--- src/rtl/cmd_dispatcher.sv ---
// cmd_dispatcher: pulls command bytes from an 8-bit FIFO (read latency 1),
// assembles header + payload into a fixed-width record and presents it on a
// valid/ready interface. NOP and SYNC are consumed internally and over-length
// commands are discarded with a sticky error flag.
//
// Ports:
//   clk, rst_n              clock, asynchronous active-low reset
//   fifo_data/fifo_empty    FIFO head byte (valid the cycle after a pull) / empty
//   fifo_pull               pop request, only asserted while fifo_empty=0
//   halt                    blocks new header pulls; the current command finishes
//   pipe_idle               downstream drained (releases SYNC)
//   cmd_valid/cmd_ready     record handshake
//   cmd_opcode/len/data     record fields; payload byte i at [8i+7:8i]
//   busy                    command in progress or byte pending
//   err_overlen/err_clr     sticky over-length flag and its clear
module cmd_dispatcher #(
  parameter int unsigned MAX_BYTES = 8,
  parameter logic [3:0]  OP_NOP    = 4'h0,
  parameter logic [3:0]  OP_SYNC   = 4'hF
) (
  input  logic                   clk,
  input  logic                   rst_n,
  input  logic [7:0]             fifo_data,
  input  logic                   fifo_empty,
  output logic                   fifo_pull,
  input  logic                   halt,
  input  logic                   pipe_idle,
  output logic                   cmd_valid,
  input  logic                   cmd_ready,
  output logic [3:0]             cmd_opcode,
  output logic [3:0]             cmd_len,
  output logic [8*MAX_BYTES-1:0] cmd_data,
  output logic                   busy,
  output logic                   err_overlen,
  input  logic                   err_clr
);

  localparam int unsigned DATA_W = 8 * MAX_BYTES;
  localparam int unsigned LEN_W  = 4;
  localparam int unsigned IDX_W  = $clog2(MAX_BYTES);

  typedef enum logic [2:0] {
    S_HDR      = 3'd0,
    S_PAYLOAD  = 3'd1,
    S_DISCARD  = 3'd2,
    S_SYNC     = 3'd3,
    S_DISPATCH = 3'd4
  } state_t;

  state_t             state_q, state_d;
  logic               pending_q, pending_d;
  logic [LEN_W-1:0]   req_q, req_d;
  logic [LEN_W-1:0]   cap_q, cap_d;
  logic [LEN_W-1:0]   tgt_q, tgt_d;
  logic               sync_q, sync_d;
  logic [3:0]         op_q, op_d;
  logic [LEN_W-1:0]   len_q, len_d;
  logic [DATA_W-1:0]  data_q, data_d;
  logic               valid_q, valid_d;
  logic               err_q, err_d;
  logic               pull_c;

  logic [3:0]         hdr_op;
  logic [LEN_W-1:0]   hdr_len;

  assign hdr_op  = fifo_data[7:4];
  assign hdr_len = fifo_data[3:0];

  // State and datapath registers
  always_ff @(posedge clk or negedge rst_n) begin
    if (!rst_n) begin
      state_q   <= S_HDR;
      pending_q <= 1'b0;
      req_q     <= '0;
      cap_q     <= '0;
      tgt_q     <= '0;
      sync_q    <= 1'b0;
      op_q      <= '0;
      len_q     <= '0;
      data_q    <= '0;
      valid_q   <= 1'b0;
      err_q     <= 1'b0;
    end else begin
      state_q   <= state_d;
      pending_q <= pending_d;
      req_q     <= req_d;
      cap_q     <= cap_d;
      tgt_q     <= tgt_d;
      sync_q    <= sync_d;
      op_q      <= op_d;
      len_q     <= len_d;
      data_q    <= data_d;
      valid_q   <= valid_d;
      err_q     <= err_d;
    end
  end

  // Next-state, pull request and datapath updates
  always_comb begin
    state_d = state_q;
    req_d   = req_q;
    cap_d   = cap_q;
    tgt_d   = tgt_q;
    sync_d  = sync_q;
    op_d    = op_q;
    len_d   = len_q;
    data_d  = data_q;
    valid_d = valid_q;
    err_d   = err_q;
    pull_c  = 1'b0;

    // A same-cycle over-length decode below overrides the clear
    if (err_clr) err_d = 1'b0;

    unique case (state_q)
      S_HDR: begin
        if (pending_q) begin
          req_d  = '0;
          cap_d  = '0;
          tgt_d  = hdr_len;
          sync_d = 1'b0;
          if (hdr_op == OP_NOP) begin
            state_d = (hdr_len != '0) ? S_DISCARD : S_HDR;
          end else if (hdr_op == OP_SYNC) begin
            sync_d  = 1'b1;
            state_d = (hdr_len != '0) ? S_DISCARD : S_SYNC;
          end else if (hdr_len > LEN_W'(MAX_BYTES)) begin
            err_d   = 1'b1;
            state_d = S_DISCARD;
          end else begin
            op_d   = hdr_op;
            len_d  = hdr_len;
            data_d = '0;
            if (hdr_len == '0) begin
              valid_d = 1'b1;
              state_d = S_DISPATCH;
            end else begin
              state_d = S_PAYLOAD;
            end
          end
        end else begin
          pull_c = !fifo_empty && !halt;
        end
      end

      S_PAYLOAD, S_DISCARD: begin
        // Requests may run ahead of captures by one byte for back-to-back reads
        pull_c = !fifo_empty && (req_q < tgt_q);
        if (pull_c) req_d = LEN_W'(req_q + 1'b1);
        if (pending_q) begin
          cap_d = LEN_W'(cap_q + 1'b1);
          if (state_q == S_PAYLOAD)
            data_d[{cap_q[IDX_W-1:0], 3'b000} +: 8] = fifo_data;
          if (cap_d == tgt_q) begin
            if (state_q == S_PAYLOAD) begin
              valid_d = 1'b1;
              state_d = S_DISPATCH;
            end else begin
              state_d = sync_q ? S_SYNC : S_HDR;
            end
          end
        end
      end

      S_SYNC: begin
        if (pipe_idle) state_d = S_HDR;
      end

      S_DISPATCH: begin
        if (cmd_ready) begin
          valid_d = 1'b0;
          state_d = S_HDR;
        end
      end

      default: state_d = S_HDR;
    endcase

    pending_d = pull_c;
  end

  // Pull is gated by reset so nothing pops while the block is held in reset
  assign fifo_pull   = pull_c & rst_n;
  assign cmd_valid   = valid_q;
  assign cmd_opcode  = op_q;
  assign cmd_len     = len_q;
  assign cmd_data    = data_q;
  assign err_overlen = err_q;
  assign busy        = (state_q != S_HDR) || pending_q;

endmodule

--- config.mk ---
export PLATFORM = sky130hd
export DESIGN_NAME = cmd_dispatcher
export DESIGN_NICKNAME = d
export VERILOG_FILES = /design/src/rtl/cmd_dispatcher.sv
export SDC_FILE = /design/constraint.sdc
export NUM_CORES = 1
export LEC_CHECK = 0
export BUFFER_PORTS_ARGS = -buffer_cell sky130_fd_sc_hd__clkbuf_2
export CAP_MARGIN = 20
export CORE_ASPECT_RATIO = 0.5
export CORE_UTILIZATION = 45
export CTS_CLUSTER_SIZE = 40
export DETAILED_ROUTE_END_ITERATION = 8
export GPL_TIMING_DRIVEN = 0
export PLACE_DENSITY = 0.66
export SLEW_MARGIN = 5
export SYNTH_ARGS = -nofsm -noshare
export SYNTH_HDL_FRONTEND = slang
export SYNTH_SLANG_ARGS = --single-unit
export TNS_END_PERCENT = 20
--- constraint.sdc ---
create_clock -name clk -period 5.1 [get_ports clk]
set_input_delay 1.02 -clock clk [delete_from_list [all_inputs] [get_ports clk]]
set_output_delay 1.02 -clock clk [all_outputs]
set_load 0.02 [all_outputs]
==> results.md <==
* Status: completed
* Vias per inst at approximately 6.0
* R2R setup slack at 2.40 ns
* Post-Synthesis Cells at roughly 340
* CP Launch Type: register
* # DRC at 0
* Worst-margin pin slew at approximately 0.79 ns
* Die Span Y at ~70 microns
* Crit path required time at 4.08 ns
* Port-buffer cells at 89
* ANT cells at 0
* Area Growth Syn to Fin at 22.1%
* Hold-fix buffers at CTS at 0
* Core area at around 8800 sq um
* First-pass GRT wire length at around 17000 microns
* Final Cell Area at approximately 5000 sq um
* Seq cells post-synth at just over 90
* Clock transition at path regs at 0.06 ns
* Synth area leader: dfrtp_1
* EDFF count, synth at 0
* Post-Synth XOR/XNOR Area at 0.0188
* Die width at about 140 microns
* Hold Path Class: register to register
* Post-CTS setup buffer count at 0
* Largest family of logic cells by synthesized area: compound AO/OA/AOI/OAI gates
* Total Wirelength at 10800 microns
* Multiplexer area fraction after synthesis at 0.0369
* Layout cell share with drive strength beyond 1 at 0.321
* Fillers at about 730
* Post-DR wirelength/cell at roughly 19 microns
* CP arrival at between 2 and 2.5 ns
* Worst IR Drop VDD at 0.249 mV
* Clock sinks at between 90 and 100
* Post-synthesis net count at approximately 360
* Reg-to-reg endpoint: cmd_data[38]
* Async set-or-reset flop fraction in the synthesized netlist at 1.00
* Critical path fanouts, max at 4
* Synth Area in Simple Gates at 0.108
* Post-synth top area share at 0.551
* GRT Util Overall at 0.246
* Post-cts resize count at 0
* Hold_ws at ~0.49 ns
* MaxCap Viol Count at 0
* Setup CP Type: register to output pin
* Compound-gate portion of the synthesized area at 0.217
* Rows at 24
* Antenna violations before repair at 0
* Power density over the cells at between 500 and 600 nW/um^2
* Post-DRT Antenna Nets at 0
* FF-to-FF Start: cap_q[0]
* Grt total ovfl at 0
* Total CTS buffers at 9
* Slowest-stage cell, CP: a2111oi_4
* Netlist cell types at 50
* Initial Utilization at 0.470
* CP Capture Point: fifo_pull
* Total Neg Setup Slack at 0 ns
* HPWL after detailed placement at about 7500 microns
* Htree depth at 3
* Pre-Repair DR Iteration Count at 4
* WP depth at 6
* Power Total at about 2.7 mW
* Critical path buffers and inverters at 1
* Placed Cells at ~540
* CP delay by family, top: compound AO/OA/AOI/OAI gates
* Vias in the first global route at between 3000 and 4000
* Most used cell, CP: a21o_1
* Clk_lat worst skew at 0.34 ns
* Slew margin rel. at 0.474
* Worst Setup SP: req_q[1]
* Drt initial violations at 287
* CP endpoint kind: output pin
* Layout Nets at between 400 and 500
* Synth Area in Adders at 0.0260
* Skew final at around 0.0065 ns
* Sequential share of the synthesized area at 0.551
* Cell Area, Placed at 4750 sq um
* RePlAce Congestion at approximately 0.89
* Max Clk Rate at between 300 and 400 MHz
* Synth area leaders: dfrtp_1 (55%), a32o_1 (15%), mux2_2 (2.7%)
* Synth Flop Type: dfrtp_1
* Final period util at 0.650
* Worst R2R Path Depth at 7
* Buffer levels on the longest clock path at 2
* Yosys warnings at 0
* Die area at roughly 9600 sq um
* Clock Root Buffer: clkbuf_16
* Min Clock Period, post-route at around 3.3 ns
* Syn Area/Cell at ~12 sq um
* Unrepaired setup endpoints after global routing: no
* Setup-failing EPs final at 0
* Post-Layout Cell Count at about 560
* CP Cell Sequence: ha_1 -> a21o_1 -> a21o_1 -> a2111oi_4 -> o21a_1 -> clkbuf_2
* I/O Pins at between 90 and 100
* Final Hold Vio Count at 0
* Hold path depth at 1
* Leakage at approximately 2.4 nW
* Mapped Area at between 4000 and 5000 sq um
* Vias at about 3400
* Most frequent cells in the layout: dfrtp_1 (91), clkbuf_2 (88), a32o_1 (60)
* Slew Viols, Final at 0
* Crit path largest cell delay at approximately 0.5 ns
* Worst hold path startpoint: cmd_data[60]
* Most common cell after layout, fill and taps aside: dfrtp_1
* TritonCTS clock tree: built
* Largest net degree at the start of global routing at just under 60
-- layout make-up --
cell class	instances	area, sq um	share of cell area
sequential	91	2280	0.451
timing repair buffer	90	475	0.0942
inverter	11	41.3	0.00818
multi-input combinational	210	1680	0.333
tap	117	146	0.0290
buffer	25	131	0.0260
clock buffer	10	229	0.0454
clock inverter	5	62.6	0.0124
-- state kept, by name (all words and copies together) (netlist names) --
register / flops
tgt_q: 4
cmd_len: 4
pending_q: 1
sync_q: 1
cmd_data: 64
cmd_valid: 1
cap_q: 4
state_q: 3
cmd_opcode: 4
req_q: 4
err_overlen: 1
-- stage by stage --
step | utilization | setup slack (ns)
CTS | 0.573 | 1.76
finish | 0.573 | 1.78
global placement | 0.537 | 1.02
global route | 0.573 | 1.65
detailed placement | 0.540 | 2.01
floorplan | - | 2.33
-- kinds of logic (layout without fill, tap and decap cells) --
kind of cell | after synthesis | count (layout)
buffers and inverters | 36 | 141
xor gates and xnor gates | 8 | 8
muxes | 14 | 14
adders and majority gates | 9 | 9
DFF | 91 | 91
and+or+nand+nor | 78 | 78
AOI/OAI and AO/OA | 101 | 101
-- where the power goes --
part           total (mW)  internal, mW  switching [mW]
Combinational        1.12         0.382           0.741
Sequential          0.961         0.860           0.101
Clock               0.659         0.380           0.278
Total                2.74          1.62            1.12
-- synth_stat cells (3+ instances only) --
cell type,n
mux2i_1,4
clkbuf_1,19
nand2_1,22
inv_1,11
nor3_1,6
a21o_1,3
or4_1,3
nand2b_1,3
nor2_1,12
mux2_2,10
xnor2_1,6
o21ai_2,4
nand3_1,5
or2_2,4
o21ai_0,10
nor3_4,3
dfrtp_1,91
a21oi_1,6
and2_4,3
a22o_1,4
buf_6,4
ha_1,7
a32o_1,60
-- worst min-delay path by stage --
stage	slack [ns]	to
floorplan	0.45	sync_q
global placement	0.48	cmd_data[18]
detailed placement	0.48	cmd_data[43]
CTS	0.50	cmd_data[51]
global route	0.52	cmd_data[61]
finish	0.49	cmd_data[60]
-- metal layers --
layer / global-route usage / part of all wire
met1: 0.348 / 0.46
met2: 0.365 / 0.47
met5: 0 / 0
met4: 0.0708 / 0.014
met3: 0.0768 / 0.059
Power figures use the tool's default switching activity.
